--- src/rtl/uart_rx_ctrl_pkg.sv ---
// Shared types and defaults for the UART receive controller.
// Includes the state encoding and the counter-width helper.
package uart_rx_ctrl_pkg;

    localparam int unsigned DEFAULT_DATA_WIDTH = 8;
    localparam int unsigned DEFAULT_OVERSAMPLE = 16;

    typedef enum logic [2:0] {
        RX_IDLE,
        RX_START,
        RX_DATA,
        RX_STOP,
        RX_WAIT_HIGH
    } rx_state_e;

    // Counter width for values 0..n-1, never narrower than one bit.
    function automatic int unsigned cnt_width(input int unsigned n);
        return (n > 2) ? $clog2(n) : 1;
    endfunction

endpackage

--- src/rtl/uart_rx_ctrl_if.sv ---
// Serial line and deserialiser-facing pulses of the UART receiver.
// The master side is the controller; the slave side drives rx and consumes the pulses.
interface uart_rx_ctrl_if;
    logic rx;
    logic shift;
    logic serial_in;
    logic rx_done;
    logic frame_err;
    logic busy;

    modport master (
        input  rx,
        output shift,
        output serial_in,
        output rx_done,
        output frame_err,
        output busy
    );

    modport slave (
        output rx,
        input  shift,
        input  serial_in,
        input  rx_done,
        input  frame_err,
        input  busy
    );
endinterface

--- src/rtl/uart_rx_ctrl_sync_2ff.sv ---
// Two-flop synchroniser for asynchronous inputs.
// Both flops reset synchronously to RESET_VAL.
module sync_2ff #(
    parameter logic RESET_VAL = 1'b1
) (
    input  logic clk,
    input  logic rst,
    input  logic d,
    output logic q
);

    logic [1:0] ff;

    always_ff @(posedge clk) begin
        if (rst) begin
            ff <= {2{RESET_VAL}};
        end else begin
            ff <= {ff[0], d};
        end
    end

    assign q = ff[1];

endmodule

--- src/rtl/uart_rx_ctrl.sv ---
// UART receive bit-timing controller: start-bit validation, mid-bit data
// sampling with shift/serial_in strobes, and stop-bit checking.
module uart_rx_ctrl
    import uart_rx_ctrl_pkg::*;
#(
    parameter int unsigned DATA_WIDTH = DEFAULT_DATA_WIDTH,
    parameter int unsigned OVERSAMPLE = DEFAULT_OVERSAMPLE
) (
    input  logic          rx_clk,
    input  logic          rst,
    uart_rx_ctrl_if.master bus
);

    localparam int unsigned CNT_W = cnt_width(OVERSAMPLE);
    localparam int unsigned IDX_W = cnt_width(DATA_WIDTH);
    localparam logic [CNT_W-1:0] CNT_HALF = CNT_W'(OVERSAMPLE / 2 - 1);
    localparam logic [CNT_W-1:0] CNT_LAST = CNT_W'(OVERSAMPLE - 1);
    localparam logic [IDX_W-1:0] IDX_LAST = IDX_W'(DATA_WIDTH - 1);

    logic rx_s;

    sync_2ff #(.RESET_VAL(1'b1)) u_sync (
        .clk (rx_clk),
        .rst (rst),
        .d   (bus.rx),
        .q   (rx_s)
    );

    rx_state_e        state_q, state_d;
    logic [CNT_W-1:0] cnt_q, cnt_d;
    logic [IDX_W-1:0] bit_idx_q, bit_idx_d;
    logic             shift_q, shift_d;
    logic             serial_in_q, serial_in_d;
    logic             rx_done_q, rx_done_d;
    logic             frame_err_q, frame_err_d;
    logic             busy_q, busy_d;

    always_ff @(posedge rx_clk) begin
        if (rst) begin
            state_q     <= RX_IDLE;
            cnt_q       <= '0;
            bit_idx_q   <= '0;
            shift_q     <= 1'b0;
            serial_in_q <= 1'b1;
            rx_done_q   <= 1'b0;
            frame_err_q <= 1'b0;
            busy_q      <= 1'b0;
        end else begin
            state_q     <= state_d;
            cnt_q       <= cnt_d;
            bit_idx_q   <= bit_idx_d;
            shift_q     <= shift_d;
            serial_in_q <= serial_in_d;
            rx_done_q   <= rx_done_d;
            frame_err_q <= frame_err_d;
            busy_q      <= busy_d;
        end
    end

    always_comb begin
        state_d     = state_q;
        cnt_d       = cnt_q;
        bit_idx_d   = bit_idx_q;
        shift_d     = 1'b0;
        serial_in_d = serial_in_q;
        rx_done_d   = 1'b0;
        frame_err_d = 1'b0;

        case (state_q)
            RX_IDLE: begin
                if (!rx_s) begin
                    state_d = RX_START;
                    cnt_d   = '0;
                end
            end
            RX_START: begin
                if (cnt_q == CNT_HALF) begin
                    if (!rx_s) begin
                        state_d   = RX_DATA;
                        cnt_d     = '0;
                        bit_idx_d = '0;
                    end else begin
                        state_d = RX_IDLE;
                    end
                end else begin
                    cnt_d = cnt_q + 1'b1;
                end
            end
            RX_DATA: begin
                if (cnt_q == CNT_LAST) begin
                    serial_in_d = rx_s;
                    shift_d     = 1'b1;
                    cnt_d       = '0;
                    if (bit_idx_q == IDX_LAST) begin
                        state_d = RX_STOP;
                    end else begin
                        bit_idx_d = bit_idx_q + 1'b1;
                    end
                end else begin
                    cnt_d = cnt_q + 1'b1;
                end
            end
            RX_STOP: begin
                // Leaving at mid-stop-bit leaves half a bit to catch a back-to-back start edge.
                if (cnt_q == CNT_LAST) begin
                    cnt_d = '0;
                    if (rx_s) begin
                        rx_done_d = 1'b1;
                        state_d   = RX_IDLE;
                    end else begin
                        frame_err_d = 1'b1;
                        state_d     = RX_WAIT_HIGH;
                    end
                end else begin
                    cnt_d = cnt_q + 1'b1;
                end
            end
            RX_WAIT_HIGH: begin
                if (rx_s) begin
                    state_d = RX_IDLE;
                end
            end
            default: begin
                state_d = RX_IDLE;
            end
        endcase

        busy_d = (state_d != RX_IDLE);
    end

    assign bus.shift     = shift_q;
    assign bus.serial_in = serial_in_q;
    assign bus.rx_done   = rx_done_q;
    assign bus.frame_err = frame_err_q;
    assign bus.busy      = busy_q;

endmodule

--- src/flat_wrapper.sv ---
// flat-port wrapper written by rule: the top's interface ports become plain ports
module uart_rx_ctrl_flat import uart_rx_ctrl_pkg::*;
#(
    parameter int unsigned DATA_WIDTH = DEFAULT_DATA_WIDTH,
    parameter int unsigned OVERSAMPLE = DEFAULT_OVERSAMPLE
)
  (rx_clk, rst, bus_rx, bus_shift, bus_serial_in, bus_rx_done, bus_frame_err, bus_busy);
  uart_rx_ctrl_if bus_i ();
  input  logic rx_clk;
  input  logic rst;
  input wire logic [$bits(bus_i.rx)-1:0] bus_rx;
  output wire logic [$bits(bus_i.shift)-1:0] bus_shift;
  output wire logic [$bits(bus_i.serial_in)-1:0] bus_serial_in;
  output wire logic [$bits(bus_i.rx_done)-1:0] bus_rx_done;
  output wire logic [$bits(bus_i.frame_err)-1:0] bus_frame_err;
  output wire logic [$bits(bus_i.busy)-1:0] bus_busy;
  assign bus_i.rx = bus_rx;
  assign bus_shift = bus_i.shift;
  assign bus_serial_in = bus_i.serial_in;
  assign bus_rx_done = bus_i.rx_done;
  assign bus_frame_err = bus_i.frame_err;
  assign bus_busy = bus_i.busy;
  uart_rx_ctrl #(.DATA_WIDTH(DATA_WIDTH), .OVERSAMPLE(OVERSAMPLE)) u_core (.rx_clk(rx_clk), .rst(rst), .bus(bus_i));
endmodule
--- config.mk ---
export PLATFORM = sky130hd
export DESIGN_NAME = uart_rx_ctrl_flat
export DESIGN_NICKNAME = d
export VERILOG_FILES = /design/src/rtl/uart_rx_ctrl_pkg.sv /design/src/rtl/uart_rx_ctrl_if.sv /design/src/rtl/uart_rx_ctrl_sync_2ff.sv /design/src/rtl/uart_rx_ctrl.sv /design/src/flat_wrapper.sv
export SDC_FILE = /design/constraint.sdc
export NUM_CORES = 1
export LEC_CHECK = 0
export CAP_MARGIN = 20
export CORE_MARGIN = 4
export CORE_UTILIZATION = 57
export CTS_BUF_LIST = sky130_fd_sc_hd__clkbuf_4 sky130_fd_sc_hd__clkbuf_8
export CTS_CLUSTER_SIZE = 24
export DETAILED_ROUTE_END_ITERATION = 7
export GPL_ROUTABILITY_DRIVEN = 0
export PLACE_DENSITY = 0.79
export SKIP_LAST_GASP = 1
export SLEW_MARGIN = 20
export SYNTH_ARGS = -nofsm -noshare
export SYNTH_HDL_FRONTEND = slang
export SYNTH_SLANG_ARGS = --single-unit
--- constraint.sdc ---
create_clock -name rx_clk -period 2.8 [get_ports rx_clk]
set_input_delay 0.28 -clock rx_clk [delete_from_list [all_inputs] [get_ports rx_clk]]
set_output_delay 0.28 -clock rx_clk [all_outputs]
set_load 0.02 [all_outputs]
==> Implementation_results.wiki <==
{| class="wikitable"
! Metric !! Value
|-
| Total inserted antenna cells || 0
|-
| CP endpoint kind || flip-flop
|-
| Total stage count of the critical path || 5
|-
| Vias in the first global route || roughly 550
|-
| Power per Cell Area || about 430 nW/um2
|-
| Cell at the root of the clock tree || clkbuf_4
|-
| Pin count of the biggest net entering global routing || 17
|-
| Crit path from || u_core.cnt_q[0]
|-
| Ratio of final minimum period to clock period || 62.1%
|-
| # IOs || 8
|-
| Filler Cells Inserted || roughly 100
|-
| Wire length of the first global-routing pass || between 2 and 2.5 mm
|-
| Largest cells by area after synthesis || dfxtp_1 40%, ha_1 4.4%, nand2b_1 4.4%, nor2_1 4.4%, a21oi_1 2.4%
|-
| Mean number of vias per cell || 5.85
|-
| Clock-pin transition on the worst setup and hold timing paths || 90 ps
|-
| Summed area of non-filler cells in the final layout || roughly 930 um2
|-
| Grt peak-use layer || met2
|-
| Slew Viols, Final || 0
|-
| Worst reg2reg setup slack || approximately 1100 ps
|-
| Final setup violating endpoints || 0
|-
| Maximum level of the CTS H-tree || 1
|-
| Core Area || around 1400 um2
|-
| Post-detailed-placement cell area || around 900 um2
|-
| Seq/Total Area, Yosys || 40.3%
|-
| Share of flip-flops with an asynchronous set or reset after synthesis || 0%
|-
| Number of detailed-route iterations in the first pass || 4
|-
| Largest area contributor in the synthesized netlist || dfxtp_1
|-
| Area added between synthesis and finish || 10.2%
|-
| Mapped Area || between 800 and 900 um2
|-
| Critical Path RT || ~3000 ps
|-
| Met1 usage in global routing || approximately a fifth
|-
| Period minus WS final || ~1700 ps
|-
| Count of flip-flops with a built-in enable after synthesis || 0
|-
| Cells along the critical path || ha_1 > nand4_2 > o2bb2a_2 > or3_1 > o311ai_1
|-
| Reg2reg start || u_core.cnt_q[0]
|-
| P_leak || approximately 0.35 nW
|-
| Fin nets || 103
|-
| Worst path arrival time || 1930 ps
|-
| Number of unique standard cell types used by synthesis || 40
|-
| Hold-fix buffers at CTS || 0
|-
| # rows || 13
|-
| Share of layout cells above drive strength 1 || 16.7%
|-
| Routing usage on met2 || roughly 23%
|-
| Number of nets produced by synthesis || 97
|-
| Overall overflow remaining after global route || 0
|-
| Number of antenna violations at the first check in global routing || 0
|-
| Clock tree from TritonCTS || done
|-
| Slowest cell on the critical path || dfxtp_1
|-
| Number of hold violations in the final report || 0
|-
| Maximum operating frequency || ~0.57 GHz
|-
| Maximum number of buffers from clock root to sink || 2
|-
| Average cell area after synthesis || 9.28 um2
|-
| Worst Reg-to-Reg Cells || 5
|-
| Post_cts resized || 0
|-
| Die span in x || ~46 um
|-
| Final antenna-violating net count || 0
|-
| Peak ir drop on the vdd network || 0.000424 V
|-
| Total global routing track utilization || 15.9%
|-
| Kind of path behind the tightest hold check || reg -> reg
|-
| Flop and latch count out of synthesis || 17
|-
| Cell family with most CP delay || simple AND/OR/NAND/NOR gates
|-
| Routed via count || ~650
|-
| Critical path class || reg -> reg
|-
| Critical R2R Capture || u_core.bus.busy
|-
| CTS Buf Count || 3
|-
| Port Buffer Count || 7
|-
| Global-route track usage on met3 || 6.64%
|-
| Latest clock arrival within the worst-skew pair || ~290 ps
|-
| Primary flip-flop cell chosen by synthesis mapping || dfxtp_1
|-
| Number of maximum-capacitance constraint violations || 0
|-
| Post-Route Skew || approximately 2.1 ps
|-
| Largest stage delay, worst path || just under 400 ps
|-
| Critical Path Start Type || flip-flop
|-
| Number of clock sinks || 17
|-
| Share of the synthesized area in the top cell type || between 40% and 50%
|-
| DIE AREA || 2160 um2
|-
| Wirelength per Cell || 13.1 um
|-
| Warnings from Yosys || 0
|-
| Initial Utilization || between 60 and 70%
|-
| Post-CTS setup-driven buffer insertion count || 0
|-
| Last element of the critical path || u_core.bus.busy
|-
| Initial detailed-routing violation count || 26
|-
| Setup repair after global routing missed its margin || no
|-
| Actual transition at the worst max-transition pin || ~560 ps
|-
| Number of instances in the synthesized netlist || between 90 and 100
|-
| Aggregate routed wire length || 1.46 mm
|-
| TNS Setup || 0 ps
|-
| Relative slew margins || between 60 and 70%
|-
| Critical path buffer and inverter count || 0
|-
| Final HPWL DP || roughly 1.0 mm
|-
| Overall die height || between 40 and 50 um
|-
| Critical path fanouts, max || 8
|-
| Status || finished clean
|-
| Count of unresolved DRC violations after routing || 0
|}
worst min-delay path by stage:
stage | start | cells past startpoint | to | slack, ps
after floorplan | bus_rx | 1 | u_core.u_sync.ff[0] | 380
final | u_core.u_sync.ff[0] | 1 | u_core.u_sync.ff[1] | 420
after detailed placement | u_core.u_sync.ff[0] | 1 | u_core.u_sync.ff[1] | 400
after CTS | u_core.u_sync.ff[0] | 1 | u_core.u_sync.ff[1] | 430
after global routing | u_core.u_sync.ff[0] | 1 | u_core.u_sync.ff[1] | 430
after global placement | u_core.u_sync.ff[0] | 1 | u_core.u_sync.ff[1] | 400
synthesized netlist by cell type (all sizes together), types with 2 or more instances:
cell type / n
buf: 4
dfxtp: 17
a21oi: 4
o21ai: 2
or3: 2
nand3: 2
or2: 2
nand2b: 6
nor3: 4
nor2: 11
a22o: 2
ha: 3
nand2: 5
clkbuf: 2
inv: 2
a31oi: 2
and2: 2
o31ai: 2
metrics by stage:
step | instances | utilization (%) | worst slack (ps) | power, W | hold WS (ps)
finish | 111 | 69.0 | 1060 | 0.000400 | 419
global route | 111 | 69.0 | 956 | 0.000420 | 432
CTS | 111 | 69.0 | 1060 | 0.000407 | 426
detailed placement | 107 | 66.9 | 1010 | 0.000281 | 403
global placement | 107 | 66.9 | 1040 | 0.000280 | 398
floorplan | 91 | - | 1310 | 0.000273 | 384
metal layers:
| layer | wire length [um] | vias up |
|---|---|---|
| li1 | - | 341 |
| met1 | 671 | 280 |
| met2 | 649 | 26 |
| met3 | 126 | 2 |
| met4 | 12 | 0 |
| met5 | 0 | - |
layout make-up:
class	count	area (um2)	area share (%)
multi-input cells	66	467	50.1
flip-flops and latches	17	340	36.6
repair buffers	7	70.1	7.53
clock buffers	3	22.5	2.42
well taps	15	18.8	2.02
inverters	2	7.51	0.806
clock inverters	1	5.00	0.538
sequential cells by signal (all words and copies together) (netlist names):
signal,flops
u_core.cnt_q,4
u_core.bit_idx_q,3
u_core.state_q,3
u_core.u_sync.ff,2
u_core.bus.busy,1
u_core.bus.frame_err,1
u_core.bus.rx_done,1
u_core.bus.serial_in,1
u_core.bus.shift,1
cells in the final DEF, fill, tap and decap left out, drive strengths merged, types with 2 or more instances in the layout:
cell	Yosys	layout
dfxtp	17	17
nor2	11	11
clkdlybuf4s50	0	7
nand2b	6	6
nand2	5	5
a21oi	4	4
nor3	4	4
ha	3	3
clkbuf	2	3
or2	2	2
nand3	2	2
o31ai	2	2
a22o	2	2
o21ai	2	2
inv	2	2
a31oi	2	2
and2	2	2
or3	2	2
power by group:
part            total, W  internal (W)  switching (W)
clock network   0.000125     0.0000532      0.0000717
registers       0.000251      0.000246     0.00000597
logic          0.0000236     0.0000121      0.0000115
cell families (layout without fill, tap and decap cells):
family,Yosys count,in the layout,synth area share [%]
and+or+nand+nor,39,39,27.9
AOI/OAI and AO/OA,21,21,19.4
DFF,17,17,40.3
buffers and inverters,8,13,4.44
adders and majority gates,3,3,4.44
muxes,2,2,2.52
xor gates and xnor gates,1,1,1.04
No activity file was read; power rests on OpenSTA's default activity.
